$ cat src/rtl/player_mcu_pkg.sv
// player_mcu_pkg: shared music-player state encoding and song-index width default
package player_mcu_pkg;
  localparam int SONG_BITS_DEFAULT = 2;
  typedef enum logic [1:0] {
    PAUSED  = 2'd0,
    PLAYING = 2'd1,
    SKIP    = 2'd2,
    RESTART = 2'd3
  } state_e;
endpackage

$ cat src/rtl/player_mcu.sv
// player_mcu: play/pause/skip/loop control FSM feeding the song reader
module player_mcu
  import player_mcu_pkg::*;
#(
  parameter int SONG_BITS = SONG_BITS_DEFAULT
) (
  input  logic                 clk,
  input  logic                 reset,
  input  logic                 play_button,
  input  logic                 next_button,
  input  logic                 loop_mode,
  input  logic                 song_done,
  output logic                 play,
  output logic                 reset_player,
  output logic [SONG_BITS-1:0] song
);
  localparam logic [SONG_BITS-1:0] LAST_SONG = '1;
  state_e               state_q, state_d;
  logic [SONG_BITS-1:0] song_q, song_d;
  logic                 resume_q, resume_d;
  // next state, song advance on SKIP entry, and whether to resume playing after the skip
  always_comb begin
    state_d  = state_q;
    song_d   = song_q;
    resume_d = resume_q;
    case (state_q)
      PAUSED: begin
        if (next_button) begin
          state_d  = SKIP;
          song_d   = song_q + 1'b1;
          resume_d = 1'b0;
        end else if (play_button) begin
          state_d = PLAYING;
        end
      end
      PLAYING: begin
        if (next_button) begin
          state_d  = SKIP;
          song_d   = song_q + 1'b1;
          resume_d = 1'b1;
        end else if (song_done) begin
          state_d  = loop_mode ? RESTART : SKIP;
          song_d   = loop_mode ? song_q : song_q + 1'b1;
          resume_d = loop_mode ? resume_q : (song_q != LAST_SONG);
        end else if (play_button) begin
          state_d = PAUSED;
        end
      end
      SKIP:    state_d = resume_q ? PLAYING : PAUSED;
      default: state_d = PLAYING;
    endcase
  end
  // state, song and resume registers with synchronous reset
  always_ff @(posedge clk) begin
    if (reset) begin
      state_q  <= PAUSED;
      song_q   <= '0;
      resume_q <= 1'b0;
    end else begin
      state_q  <= state_d;
      song_q   <= song_d;
      resume_q <= resume_d;
    end
  end
  assign play         = (state_q == PLAYING);
  assign reset_player = (state_q == SKIP) || (state_q == RESTART);
  assign song         = song_q;
endmodule

$ cat config.mk
export PLATFORM = sky130hd
export DESIGN_NAME = player_mcu
export DESIGN_NICKNAME = d
export VERILOG_FILES = /design/src/rtl/player_mcu_pkg.sv /design/src/rtl/player_mcu.sv
export SDC_FILE = /design/constraint.sdc
export NUM_CORES = 1
export LEC_CHECK = 0
export CAP_MARGIN = 0
export CORE_AREA = 2 2 39 41
export DETAILED_ROUTE_END_ITERATION = 10
export DIE_AREA = 0 0 41 43
export GPL_ROUTABILITY_DRIVEN = 0
export MAX_ROUTING_LAYER = met4
export SYNTH_ARGS = -nofsm -noshare
export SYNTH_HDL_FRONTEND = slang
export SYNTH_SLANG_ARGS = --single-unit
$ cat constraint.sdc
create_clock -name clk -period 2.2 [get_ports clk]
set_input_delay 0.66 -clock clk [delete_from_list [all_inputs] [get_ports clk]]
set_output_delay 0.66 -clock clk [all_outputs]
set_load 0.03 [all_outputs]
* Word-level counts from Yosys, hierarchy flattened
Cells that the tools add are included.
Cells by class: $add $sub $neg 1, $mul 0, divide/modulo/power cells 0, magnitude comparators 0, eq/ne operators 9, shifts and indexed selects 0, muxes and demuxes 18, bitwise gates (word level) 0, reductions and logical operators 5
Operators by type and width (count):
- $mux W2 | 9
- $ne A3 B3 Y1 const B | 3
- $mux W1 | 6
- $pmux W2 S3 | 1
- $eq A2 B2 Y1 const B | 2
- $ne A2 B2 Y1 const B | 2
- $ne A4 B4 Y1 const B | 1
- $pmux W2 S2 | 1
- $reduce_and A4 Y1 | 1
- $add A2 B1 Y2 const B | 1
- $eq A2 B1 Y1 const B | 1
- $logic_not A2 Y1 | 1
- $pmux W1 S2 | 1
- $reduce_and A2 Y1 | 1
- $reduce_bool A2 Y1 | 1
- $logic_or A1 B1 Y1 | 1
Storage, ports and cells: flip-flop bits (word level) 5, bits in latches 0, memory bits (writable) 0, memory bits (read-only) 0, bits of input ports 6, output and inout port bits 4, word-level logic and storage cells 36, memories 0

* Depth between registers and ports, before layout
depth after elaboration 5, gate-level depth with buffers 4

* Worst setup path before layout
OpenSTA, ideal clock, no wires.
kind input -> register, start input loop_mode, end register song_q[0], in the netlist song[0], library setup time 121 ps, data arrival time 1404 ps, required time 2079 ps, path slack 675 ps, stages 3, path buffers 0, cell sequence and4bb_4 > or2_4 > mux2_4
On the way: word-level cells in the longest chain between the ends 2
Ends and longest elaborated chain:
- start: declaration | RTL line player_mcu.sv:11 | input logic loop_mode,
- $ne A3 B3 Y1 (no source line)
- $reduce_and A4 Y1 (no source line)
- end signal: assignment | RTL line player_mcu.sv:61 | song_q <= song_d;
- end: declaration | RTL line player_mcu.sv:19 | logic [SONG_BITS-1:0] song_q, song_d;
No other way between the ends. A chain may end at the register's enable or synchronous reset.

* Final worst setup path
start register state_q[1], end output reset_player
On the way: word-level cells in the longest chain between the ends 2, elaborated cells on any way between the ends 3, classes of those cells eq/ne: 2; reduce/logical: 1
Ends and longest elaborated chain:
- start: declaration | RTL line player_mcu.sv:18 | state_e state_q, state_d;
- start signal: assignment | RTL line player_mcu.sv:60 | state_q <= state_d;
- $eq A2 B2 Y1 | RTL line player_mcu.sv:66 | assign reset_player = (state_q == SKIP) || (state_q == RESTART);
- $logic_or A1 B1 Y1 * | RTL line player_mcu.sv:66
- end: declaration | RTL line player_mcu.sv:14 | output logic reset_player,
Every way passes the cells marked *; elsewhere a longest branch is shown, timed or not.

==> results.cfg <==
[outcome]
status = complete, no violations

[clock_network]
cts_tree = yes
postCtsHoldBufs = 0
clkLatencyLatePin_ps = 240
numClockSinks = 5
cts_buffer_depth = 2
path_clk_slew_ps = 50
htreeDepth = 1
cts-buffers-inserted = 3
root_buffer = clkbuf_4

[power]
p_comb_share_pct = 23.1
power_density_nw_per_um2 = 675.7
pwr-share-seq_pct = 38.3
clkPwrFrac_pct = 38.6
p_switching_mw = 0.07640
leakage_nw = 0.1625
swShare_pct = 27.30
internal-power_mw = 0.2034
peakVddDrop_uv = 315.3

[synth]
synth_area_sq_um = 287.8
synth_top_area_share_pct = 34.78
yosysSeqAreaShare_pct = 34.78
syn_nets = 37
synth_edf_count = 0
synth_warnings = 0
avgSynthCellArea_sq_um = 9.593
ys.flop_type = dfxtp_1
ys_async_sr_fraction_pct = 0
netlist_instances = 30
ys_ff_latch = 5
synthDistinctLibCells = 23
yosysTopAreaCell = dfxtp_1
yosys-top-cells-area = dfxtp_1 35%, and4bb_4 5.7%, mux2_4 5.2%

[route]
num_vias = 257
drc = 0
drt_pass1_iterations = 2
final_antenna_net_count = 0
wl_um = 545
wl_per_cell_um = 9.397
drt-initial-drc-count = 1
vias_per_cell = 4.431

[worst_setup_path]
worstSetupPathType = reg2out
critPathTopFamily = buffers and inverters
start_kind = flop
endpoint_kind = output port
cp.arrival_ps = 1350
cpPeakStageDelay_ps = 700
timing.critical_path.buf_inv = 1
cp_cell_sequence = clkdlybuf4s50_1
critPathSlowestCell = clkdlybuf4s50_1
crit_required_ps = 1540
path_max_fanout = 7
r2r_slack_ps = 900

[hold_path]
hold_path.class = reg2reg

[finish]
fillerInstances = 144
seqCellArea_sq_um = 100.1
multi_input_area_sq_um = 175.2
fin_util_pct = 29.93
syn2layout_area_growth_pct = 43.91
insertedDiodeCount = 0
nNetsFinal = 50
drive_gt1_share_pct = 21.43

[sta]
hold_viol = 0
maxSlewViolCount = 0
max_freq_ghz = 0.4973
period_needed_ps = 2011
setup_viol = 0
clock_skew_ps = 4.092
slew_headroom_pct = 79.81
rsz0062_at_grt = no
setup_tns_ps = 0
fin_crit_sh_pct = 91.40
worst_pin_slew_ps = 301.8

[grt]
antenna_found_initial = 0
grt_pass1_vias = 236
grt_remaining_overflow = 0
grt_pass1_wl_um = 952
grt_max_degree = 9
groute.usage.overall_pct = 9.259

[floorplanning]
num_rows = 14
coreArea_sq_um = 1384
io_pins = 10
die_area_sq_um = 1763
initial_core_util_pct = 20.80
fp.dieW_um = 41
die_y_um = 43

[placement]
hpwl_um = 407.7
port_buffers = 9

[job]
drv_cap = 0
-- routing by layer --
metal	part of all wire [%]	vias up	GRT usage, %
li1	-	135	-
met1	48	110	9.003
met2	40	9	10.94
met3	11	3	9.424
met4	1.5	0	6.000
met5	0	-	-
-- placed cells by master (no fill, tap or decap), types with 2 or more instances in the layout --
| master | Yosys | final |
|---|---|---|
| a21oi_1 | 2 | 2 |
| clkbuf_4 | 0 | 3 |
| clkdlybuf4s50_1 | 0 | 8 |
| dfxtp_1 | 5 | 5 |
| nand2b_1 | 2 | 2 |
| nor2_1 | 2 | 2 |
-- layout make-up --
| class | instances | share of cell area, % |
|---|---|---|
| Timing Repair Buffer | 9 | 21.45 |
| Clock buffer | 4 | 6.344 |
| Multi-Input combinational cell | 23 | 42.30 |
| Inverter | 1 | 0.9063 |
| Tap cell | 16 | 4.834 |
| Sequential cell | 5 | 24.17 |
-- sequential cells by signal (all words and copies together) (netlist names) --
name / cells
resume_q: 1
song: 2
state_q: 2
-- worst min-delay path: cells and delay by family, from the launching register on --
kind	cells	cell delay, ps
and+or+nand+nor	1	50
DFF	1	300
AOI/OAI and AO/OA	1	60
-- through the flow --
| stage | instance area (sq um) | total power [mW] | cells | setup slack, ps | hold WS (ps) |
|---|---|---|---|---|---|
| 2_1_floorplan | 287.8 | 0.1476 | 30 | 675.2 | 435.9 |
| 3_3_place_gp | 389.1 | 0.1746 | 54 | 156.9 | 448.7 |
| 3_5_place_dp | 389.1 | 0.1754 | 54 | 153.6 | 454.8 |
| 4_1_cts | 414.1 | 0.2860 | 58 | 174.9 | 461.0 |
| 5_1_grt | 414.1 | 0.3006 | 58 | 135.6 | 507.9 |
| 6_report | 414.1 | 0.2798 | 58 | 189.3 | 456.8 |
-- synthesized netlist by cell type, types with 2 or more instances --
| library cell | count |
|---|---|
| a21oi_1 | 2 |
| dfxtp_1 | 5 |
| nand2b_1 | 2 |
| nor2_1 | 2 |
-- power groups by stage --
stage	registers, mW	clock network, mW	logic, mW
floorplan	0.114	0	0.0335
global placement	0.109	0	0.0660
detailed placement	0.109	0	0.0665
CTS	0.107	0.113	0.0656
global route	0.108	0.122	0.0702
finish	0.107	0.108	0.0646
-- cells by family after synthesis --
group	share of synthesized area (%)
AND/OR/NAND/NOR	35.22
adder cells (fa/ha/maj)	4.347
AO/OA/AOI/OAI	16.09
flip-flops	34.78
multiplexers	5.216
buffers and inverters	4.347
-- timing repair --
action,CTS,global route
buffers inserted,0,0
endpoints found under the hold margin,0,0
gates resized for setup,1,0
setup endpoints to repair,1,0
-- worst paths after layout --
kind / from / endpoint / depth (start not counted)
worst max-delay path: state_q[1] / reset_player / 1
worst min-delay path: resume_q / resume_q / 2
worst max register to register: state_q[1] / song[0] / 3
worst min register to register: resume_q / resume_q / 2
Note: power is estimated with default switching activity, not from simulation.
